[src/rtl/trap_controller_if.sv]
// Pipeline/CSR handshake bundle for trap_controller.
//   Exception flags, mret and pipe_drained come from the pipeline.
//   trap_req/trap_valid/trap_pc redirect the pipeline.
//   mcause/mepc/mstatus strobes go to the CSR file.
// modport master : the trap controller (issues trap requests and CSR strobes)
// modport slave  : the pipeline / CSR file side
interface trap_controller_if;
   logic        inst_addr_misaligned;
   logic        invalid_inst;
   logic        load_misaligned;
   logic        store_misaligned;
   logic        mret;
   logic        pipe_drained;
   logic        trap_req;
   logic        trap_valid;
   logic [31:0] trap_pc;
   logic        mcause_we;
   logic [31:0] mcause_wdata;
   logic        mepc_we;
   logic        mstatus_trap;
   logic        mstatus_mret;

   modport master (
      input  inst_addr_misaligned, invalid_inst, load_misaligned, store_misaligned,
      input  mret, pipe_drained,
      output trap_req, trap_valid, trap_pc, mcause_we, mcause_wdata, mepc_we,
      output mstatus_trap, mstatus_mret
   );

   modport slave (
      output inst_addr_misaligned, invalid_inst, load_misaligned, store_misaligned,
      output mret, pipe_drained,
      input  trap_req, trap_valid, trap_pc, mcause_we, mcause_wdata, mepc_we,
      input  mstatus_trap, mstatus_mret
   );
endinterface

[src/rtl/trap_controller.sv]
// Machine-mode trap sequencer for the RV32 CSR block.
// Latches interrupts into mip, prioritises exceptions over interrupts, runs the
// request/drain/redirect handshake with the pipeline and handles mret.
// Ports:
//   clk, reset   core clock, asynchronous active-high reset
//   irq_in       raw interrupt lines (line i -> cause code i)
//   mie          per-line enable
//   mstatus_mie  global interrupt enable
//   mtvec        trap base, [1:0]=01 selects vectored mode
//   bus          pipeline/CSR handshake (trap_controller_if.master)
//   mip          pending register
//   busy         FSM not idle
// Optional macro IRQ_SYNC_EN: adds a 2-flop synchronizer on irq_in.
module trap_controller #(
   parameter int          NUM_IRQ       = 16,
   parameter logic [31:0] IRQ_EDGE_MASK = 32'h0000_0000,
   parameter logic [31:0] RESET_VECTOR  = 32'h0000_0000
) (
   input  logic                 clk,
   input  logic                 reset,
   input  logic [NUM_IRQ-1:0]   irq_in,
   input  logic [NUM_IRQ-1:0]   mie,
   input  logic                 mstatus_mie,
   input  logic [31:0]          mtvec,
   trap_controller_if.master    bus,
   output logic [NUM_IRQ-1:0]   mip,
   output logic                 busy
);

   typedef enum logic [1:0] {StIdle, StDrain, StRedirect} state_e;

   state_e               state;
   logic [31:0]          cause_q;
   logic [NUM_IRQ-1:0]   irq_s;
   logic [NUM_IRQ-1:0]   irq_prev;
   logic [NUM_IRQ-1:0]   irq_rise;
   logic [NUM_IRQ-1:0]   mip_d;
   logic [NUM_IRQ-1:0]   pend;
   logic                 int_pend;
   logic [4:0]           irq_idx;
   logic                 exc_any;
   logic [3:0]           exc_code;
   logic [31:0]          base;
   logic [31:0]          next_pc;

`ifdef IRQ_SYNC_EN
   logic [NUM_IRQ-1:0] sync1, sync2;
   always_ff @(posedge clk or posedge reset) begin
      if (reset) begin
         sync1 <= '0;
         sync2 <= '0;
      end else begin
         sync1 <= irq_in;
         sync2 <= sync1;
      end
   end
   assign irq_s = sync2;
`else
   assign irq_s = irq_in;
`endif

   assign irq_rise = irq_s & ~irq_prev;

   // Edge bits are sticky; they clear only when their own interrupt commits.
   always_comb begin
      mip_d = mip;
      for (int i = 0; i < NUM_IRQ; i++) begin
         if (IRQ_EDGE_MASK[i]) begin
            if (irq_rise[i]) begin
               mip_d[i] = 1'b1;
            end else if (state == StRedirect && cause_q[31] && cause_q[4:0] == 5'(i)) begin
               mip_d[i] = 1'b0;
            end
         end else begin
            mip_d[i] = irq_s[i];
         end
      end
   end

   always_ff @(posedge clk or posedge reset) begin
      if (reset) begin
         mip      <= '0;
         irq_prev <= '0;
      end else begin
         mip      <= mip_d;
         irq_prev <= irq_s;
      end
   end

   assign pend     = mip & mie;
   assign int_pend = (|pend) & mstatus_mie;

   // Lowest index wins: scan downwards so the last hit is the smallest.
   always_comb begin
      irq_idx = '0;
      for (int i = NUM_IRQ - 1; i >= 0; i--) begin
         if (pend[i]) irq_idx = 5'(i);
      end
   end

   assign exc_any = bus.inst_addr_misaligned | bus.invalid_inst |
                    bus.load_misaligned | bus.store_misaligned;

   always_comb begin
      exc_code = 4'd6;
      if (bus.inst_addr_misaligned) exc_code = 4'd0;
      else if (bus.invalid_inst)    exc_code = 4'd2;
      else if (bus.load_misaligned) exc_code = 4'd4;
   end

   assign base    = {mtvec[31:2], 2'b00};
   assign next_pc = (mtvec[1:0] == 2'b01 && cause_q[31]) ?
                    base + {25'b0, cause_q[4:0], 2'b00} : base;

   always_ff @(posedge clk or posedge reset) begin
      if (reset) begin
         state            <= StIdle;
         cause_q          <= '0;
         busy             <= 1'b0;
         bus.trap_req     <= 1'b0;
         bus.trap_valid   <= 1'b0;
         bus.trap_pc      <= RESET_VECTOR;
         bus.mcause_we    <= 1'b0;
         bus.mcause_wdata <= '0;
         bus.mepc_we      <= 1'b0;
         bus.mstatus_trap <= 1'b0;
         bus.mstatus_mret <= 1'b0;
      end else begin
         bus.trap_valid   <= 1'b0;
         bus.mcause_we    <= 1'b0;
         bus.mepc_we      <= 1'b0;
         bus.mstatus_trap <= 1'b0;
         bus.mstatus_mret <= 1'b0;
         unique case (state)
            StIdle: begin
               if (exc_any) begin
                  cause_q      <= {1'b0, 27'b0, exc_code};
                  state        <= StDrain;
                  bus.trap_req <= 1'b1;
                  busy         <= 1'b1;
               end else if (int_pend) begin
                  cause_q      <= {1'b1, 26'b0, irq_idx};
                  state        <= StDrain;
                  bus.trap_req <= 1'b1;
                  busy         <= 1'b1;
               end else if (bus.mret) begin
                  bus.mstatus_mret <= 1'b1;
               end
            end
            StDrain: begin
               if (bus.pipe_drained) begin
                  state            <= StRedirect;
                  bus.trap_req     <= 1'b0;
                  bus.trap_valid   <= 1'b1;
                  bus.mcause_we    <= 1'b1;
                  bus.mcause_wdata <= cause_q;
                  bus.mepc_we      <= 1'b1;
                  bus.mstatus_trap <= 1'b1;
                  bus.trap_pc      <= next_pc;
               end
            end
            StRedirect: begin
               state <= StIdle;
               busy  <= 1'b0;
            end
            default: state <= StIdle;
         endcase
      end
   end

endmodule

[src/flat_wrapper.sv]
// flat-port wrapper written by rule: the top's interface ports become plain ports
module trap_controller_flat 
#(
   parameter int          NUM_IRQ       = 16,
   parameter logic [31:0] IRQ_EDGE_MASK = 32'h0000_0000,
   parameter logic [31:0] RESET_VECTOR  = 32'h0000_0000
)
  (clk, reset, irq_in, mie, mstatus_mie, mtvec, mip, busy, bus_inst_addr_misaligned, bus_invalid_inst, bus_load_misaligned, bus_store_misaligned, bus_mret, bus_pipe_drained, bus_trap_req, bus_trap_valid, bus_trap_pc, bus_mcause_we, bus_mcause_wdata, bus_mepc_we, bus_mstatus_trap, bus_mstatus_mret);
  trap_controller_if bus_i ();
  input  logic clk;
  input  logic reset;
  input  logic [NUM_IRQ-1:0] irq_in;
  input  logic [NUM_IRQ-1:0] mie;
  input  logic mstatus_mie;
  input  logic [31:0] mtvec;
  output logic [NUM_IRQ-1:0] mip;
  output logic busy;
  input wire logic [$bits(bus_i.inst_addr_misaligned)-1:0] bus_inst_addr_misaligned;
  input wire logic [$bits(bus_i.invalid_inst)-1:0] bus_invalid_inst;
  input wire logic [$bits(bus_i.load_misaligned)-1:0] bus_load_misaligned;
  input wire logic [$bits(bus_i.store_misaligned)-1:0] bus_store_misaligned;
  input wire logic [$bits(bus_i.mret)-1:0] bus_mret;
  input wire logic [$bits(bus_i.pipe_drained)-1:0] bus_pipe_drained;
  output wire logic [$bits(bus_i.trap_req)-1:0] bus_trap_req;
  output wire logic [$bits(bus_i.trap_valid)-1:0] bus_trap_valid;
  output wire logic [$bits(bus_i.trap_pc)-1:0] bus_trap_pc;
  output wire logic [$bits(bus_i.mcause_we)-1:0] bus_mcause_we;
  output wire logic [$bits(bus_i.mcause_wdata)-1:0] bus_mcause_wdata;
  output wire logic [$bits(bus_i.mepc_we)-1:0] bus_mepc_we;
  output wire logic [$bits(bus_i.mstatus_trap)-1:0] bus_mstatus_trap;
  output wire logic [$bits(bus_i.mstatus_mret)-1:0] bus_mstatus_mret;
  assign bus_i.inst_addr_misaligned = bus_inst_addr_misaligned;
  assign bus_i.invalid_inst = bus_invalid_inst;
  assign bus_i.load_misaligned = bus_load_misaligned;
  assign bus_i.store_misaligned = bus_store_misaligned;
  assign bus_i.mret = bus_mret;
  assign bus_i.pipe_drained = bus_pipe_drained;
  assign bus_trap_req = bus_i.trap_req;
  assign bus_trap_valid = bus_i.trap_valid;
  assign bus_trap_pc = bus_i.trap_pc;
  assign bus_mcause_we = bus_i.mcause_we;
  assign bus_mcause_wdata = bus_i.mcause_wdata;
  assign bus_mepc_we = bus_i.mepc_we;
  assign bus_mstatus_trap = bus_i.mstatus_trap;
  assign bus_mstatus_mret = bus_i.mstatus_mret;
  trap_controller #(.NUM_IRQ(NUM_IRQ), .IRQ_EDGE_MASK(IRQ_EDGE_MASK), .RESET_VECTOR(RESET_VECTOR)) u_core (.clk(clk), .reset(reset), .irq_in(irq_in), .mie(mie), .mstatus_mie(mstatus_mie), .mtvec(mtvec), .bus(bus_i), .mip(mip), .busy(busy));
endmodule
[config.mk]
export PLATFORM = sky130hd
export DESIGN_NAME = trap_controller_flat
export DESIGN_NICKNAME = d
export VERILOG_FILES = /design/src/rtl/trap_controller_if.sv /design/src/rtl/trap_controller.sv /design/src/flat_wrapper.sv
export SDC_FILE = /design/constraint.sdc
export NUM_CORES = 1
export LEC_CHECK = 0
export BUFFER_PORTS_ARGS = -buffer_cell sky130_fd_sc_hd__buf_2
export CORE_UTILIZATION = 30
export CTS_CLUSTER_DIAMETER = 30
export DETAILED_ROUTE_END_ITERATION = 16
export GPL_ROUTABILITY_DRIVEN = 0
export GPL_TIMING_DRIVEN = 0
export PLACE_DENSITY_LB_ADDON = 0.2
export SLEW_MARGIN = 20
export SYNTH_ARGS = -nofsm -noshare
export SYNTH_HDL_FRONTEND = slang
export SYNTH_SLANG_ARGS = --single-unit
[constraint.sdc]
create_clock -name clk -period 2.95 [get_ports clk]
set_input_delay 0.295 -clock clk [delete_from_list [all_inputs] [get_ports clk]]
set_output_delay 0.295 -clock clk [all_outputs]
set_load 0.01 [all_outputs]
Yosys cells after proc, flatten, opt, wreduce, memory -nomap -nowiden
Cells that the tools add are included.
{"block": "totals", "regBits": 118, "out_inout_bits": 87, "in_bits": 73}
{"block": "op_classes", "bitwise": 5, "n_eq_ne": 5, "n_reduce_logical": 11, "muxes": 37, "n_addsub": 1}
{"cell": "two-way mux 32 bit", "n": 3}
{"cell": "two-way mux 4 bit", "n": 18}
{"cell": "adder 32 x 7 -> 32 bit", "n": 1}
{"cell": "bitwise AND 16 bit", "n": 1}
{"cell": "OR reduction 16 bit", "n": 1}
{"cell": "two-way mux 1 bit", "n": 9}
{"cell": "two-way mux 2 bit", "n": 4}
{"cell": "AND reduction 2 bit", "n": 4}
{"cell": "nonzero test 2 bit", "n": 3}
{"cell": "== test 2 x 1 -> 1 bit (second input constant)", "n": 2}
{"cell": "case mux 1 bit (2 select lines)", "n": 2}
{"cell": "case mux 2 bit (2 select lines)", "n": 1}
{"cell": "!= test 3 x 1 -> 1 bit (second input constant)", "n": 1}
{"cell": "bitwise OR 1 bit", "n": 3}
{"cell": "AND reduction 3 bit", "n": 1}
{"cell": "== test 2 bit (second input constant)", "n": 1}
{"cell": "logical NOT 2 bit", "n": 1}
{"cell": "!= test 2 bit (second input constant)", "n": 1}
{"cell": "bitwise AND 1 bit", "n": 1}
{"cell": "logical AND 1 bit", "n": 1}

Depth between registers and ports, before layout
{"block": "logic_depth", "depth_word": 19, "mapped_depth": 8, "mapped_depth_nobuf": 8}

Least setup slack after synthesis
OpenSTA, ideal clock, no wires.
{"block": "synth_timing", "path_kind": "reg2reg", "from": "register u_core.cause_q[0]", "to": "register u_core.bus.trap_pc[28]", "arrival_time_ps": 2163, "stages_incl_launch_ff": 9, "path_slack_ps": 665, "setup_ps": 122, "t_required_ps": 2828, "synth_period_minus_slack_ps": 2285, "path_cell_list": "dfrtp_1 -> ha_1 -> inv_1 -> fa_1 -> nor2b_1 -> o21ai_1 -> a2111oi_1 -> mux2i_1 -> nand2_1"}
{"block": "synth_between", "elab_chain_len": 2}
{"item": "start, declared", "line_no": "trap_controller.sv:33", "source": "logic [31:0] cause_q;"}
{"item": "start signal, assigned", "line_no": "trap_controller.sv:137", "source": "cause_q <= {1'b0, 27'b0, exc_code};"}
{"item": "start signal, assigned", "line_no": "trap_controller.sv:142", "source": "cause_q <= {1'b1, 26'b0, irq_idx};"}
{"item": "adder 32 x 7 -> 32 bit", "line_no": "trap_controller.sv:113", "source": "base + {25'b0, cause_q[4:0], 2'b00} : base;"}
{"item": "two-way mux 32 bit", "line_no": "trap_controller.sv:112", "source": "assign next_pc = (mtvec[1:0] == 2'b01 && cause_q[31]) ?"}
{"item": "end signal, assigned", "line_no": "trap_controller.sv:159", "source": "bus.trap_pc <= next_pc;"}
{"item": "end, declared", "line_no": "trap_controller_if.sv:26", "source": "output trap_req, trap_valid, trap_pc, mcause_we, mcause_wdata, mepc_we,"}
No other way between the ends.
A chain may end at the register's enable or synchronous reset.

Final worst setup path
{"block": "layout_timing", "from": "register u_core.cause_q[0]", "to": "register u_core.bus.trap_pc[18]"}
The elaborated chain is that of the path after synthesis.

==> results.md <==
* Syn avg cell area at 9.403 um2
* Die Wd at 108.7 um
* Final core utilization at 42.30%
* Skew final at 0.003358 ns
* Critical Path RT at 3.13 ns
* Number of buffers on the longest clock path at 2
* Leakage at 2.242 nW
* Max-cap viol count at 0
* Async S/R FF share, synth at 100.0%
* Crit path DAT at 2.76 ns
* Most frequent cells in the layout: 131 x buf_2, 62 x dfrtp_1, 60 x nand2_1
* CP max FO at 9
* Synth Register Bits at 62
* Clock transition at path regs at 0.05 ns
* Max IR drop VDD at 275.1 uV
* DR iter-0 viols at 131
* Status: finished clean
* Site row count at 38
* Fin crit share at 87.52%
* Via-to-Cell Ratio at 4.693
* N_diodes at 0
* Final worst-path setup slack at 0.3681 ns
* Dpl ws at 0.1710 ns
* Final WL at 9557 um
* Remaining global-route overflow at 0
* Setup TNS at 0 ns
* Initial DRT Pass Iterations at 7
* Synth warn at 0
* Initial core utilization at 31.08%
* I/O Pins at 160
* Die area at 11810 um2
* Chip Height at 108.7 um
* Final setup vio count at 0
* Register area share after synthesis at 45.45%
* Initial antenna violation count at 0
* Area Overhead vs Synth at 36.11%
* Fmax at 387.3 MHz
* CTS tree: done
* Sink Count at 62
* Largest net degree at the start of global routing at 44
* Min Tclk post-route at 2.582 ns
* Post-synth EDFFs at 0
* Total track usage at 17.17%
* Cells after synthesis at 363
* Distinct cells, synth at 52
* Cts bufs inserted at 9
* First-pass GRT wire length at 15420 um
* Final std cells w/o fill at 678
* Critical setup path kind: flip-flop to flip-flop
* # DRC at 0
* Layout cells sized above 1 at 34.01%
* Routed Antenna Nets at 0
* RSZ-0062 raised after global routing: false
* Commonest non-fill, non-tap cell in the layout: buf_2
* CP endpoint kind: flip-flop
* Wire per inst at 14.10 um
* Post-synth top flop: dfrtp_1
* H-tree depth at 3
* Rel. slew slack at 49.67%
* Hpwl dp at 7619 um
* Core Area at 10980 um2
* Fin. Hold Viols at 0
* Final Max Slew Viols at 0
* Power Density at 713.6 nW/um2
* CP startpoint kind: flip-flop
* Min-delay worst type: primary input to flip-flop
* Vias at 3182
* Minimum hold slack at 0.07127 ns
* Worst slew pin tran at 0.7500 ns
* Nets at 612
* Post-CTS setup buffer count at 0
* Vias in the first global route at 3150
* PortBufs at 130
* Clock Root Buffer: clkbuf_16
* Clock Latency Late Sink at 0.33 ns
* Post-Place Cells at 662
* Synthesized area at 3413 um2
==> layer usage <==
layer	global-route usage, %	vias to the layer above	part of all wire [%]
met4	9.073	0	2.5
met2	28.39	104	48
li1	-	1583	-
met3	2.690	16	4.6
met1	21.56	1479	45
met5	0	-	0
==> registers in the layout, indices dropped and copies added (netlist names) <==
signal                   flops
u_core.bus.trap_pc          30
u_core.mip                  16
u_core.bus.mcause_wdata      5
u_core.cause_q               5
u_core.state                 2
u_core.bus.mstatus_mret      1
u_core.bus.trap_req          1
u_core.bus.trap_valid        1
u_core.busy                  1
==> timing repair <==
action	in CTS	in global routing
hold endpoints to repair	19	0
endpoints found under the setup margin	0	1
hold buffers	1	0
resized for setup	0	1
==> per-stage QoR <==
step / power, mW / cell area, um2
final: 3.315 / 4646
after global routing: 3.571 / 4646
after CTS: 3.363 / 4634
after detailed placement: 2.436 / 4374
after global placement: 2.404 / 4344
after floorplan: 1.929 / 3518
==> Yosys cell counts (all sizes together) (4+ instances only) <==
master   instances  area (um2)
xor2             5       43.79
nand4            8       56.30
a21oi            9       45.04
nand3           10       50.05
and2             4       25.02
nor3             6       30.03
dfrtp           62        1551
inv              8       30.03
nand2           60       225.2
xnor2           18       157.7
and4             4       35.03
a2111oi          6       53.80
nor4             6       37.54
ha               4       50.05
mux2i            5       50.05
o21ai           32       160.2
nor2             8       30.03
and3             4       25.02
buf             35       252.7
a22oi            9       67.56
clkbuf           9       33.78
==> critical path: stages (launching register included) <==
cell and delay, ns:
dfrtp_1 0.35, ha_1 0.21, inv_1 0.07, fa_1 0.38, nor2b_1 0.21, o21ai_1 0.28
a2111oi_0 0.67, xnor2_1 0.18, o21ai_0 0.09
==> cell families after synthesis <==
logic type	after synthesis	synth area share (%)
other cells	1	0.1099
simple gates	127	18.59
buf+inv	54	9.494
fa+ha+maj	5	2.053
compound gates	83	15.95
mux	8	2.456
flops	62	45.45
xor+xnor	23	5.902
==> path summary, 6_finish.rpt <==
kind	startpoint	endpoint	slack, ns	cells past startpoint
setup / recovery	u_core.cause_q[0]	u_core.bus.trap_pc[18]	0.37	8
hold / removal	irq_in[5]	u_core.mip[5]	0.07	1
setup reg to reg	u_core.cause_q[0]	u_core.bus.trap_pc[18]	0.37	8
hold reg to reg	u_core.bus.trap_pc[6]	u_core.bus.trap_pc[6]	0.47	2
max in group asynchronous	reset	u_core.bus.trap_pc[27]	1.96	4
min in group asynchronous	reset	u_core.mip[13]	0.49	3
==> report_power, final <==
group | switching, mW | leakage [nW] | internal (mW)
combinational | 0.657 | 1.36 | 0.478
sequential | 0.149 | 0.759 | 1.12
clock | 0.349 | 0.123 | 0.561
total | 1.15 | 2.24 | 2.16
==> final cells by class <==
cell class / instances / area, um2
Buffer: 44 / 286.5
Timing Repair Buffer: 132 / 688.2
Inverter: 10 / 40.04
Fill cell: 1165 / 6337
Sequential cell: 62 / 1551
Multi-Input combinational cell: 275 / 1654
Tap cell: 140 / 175.2
Clock buffer: 13 / 240.2
Clock inverter: 2 / 10.01
Power figures use the tool's default switching activity.
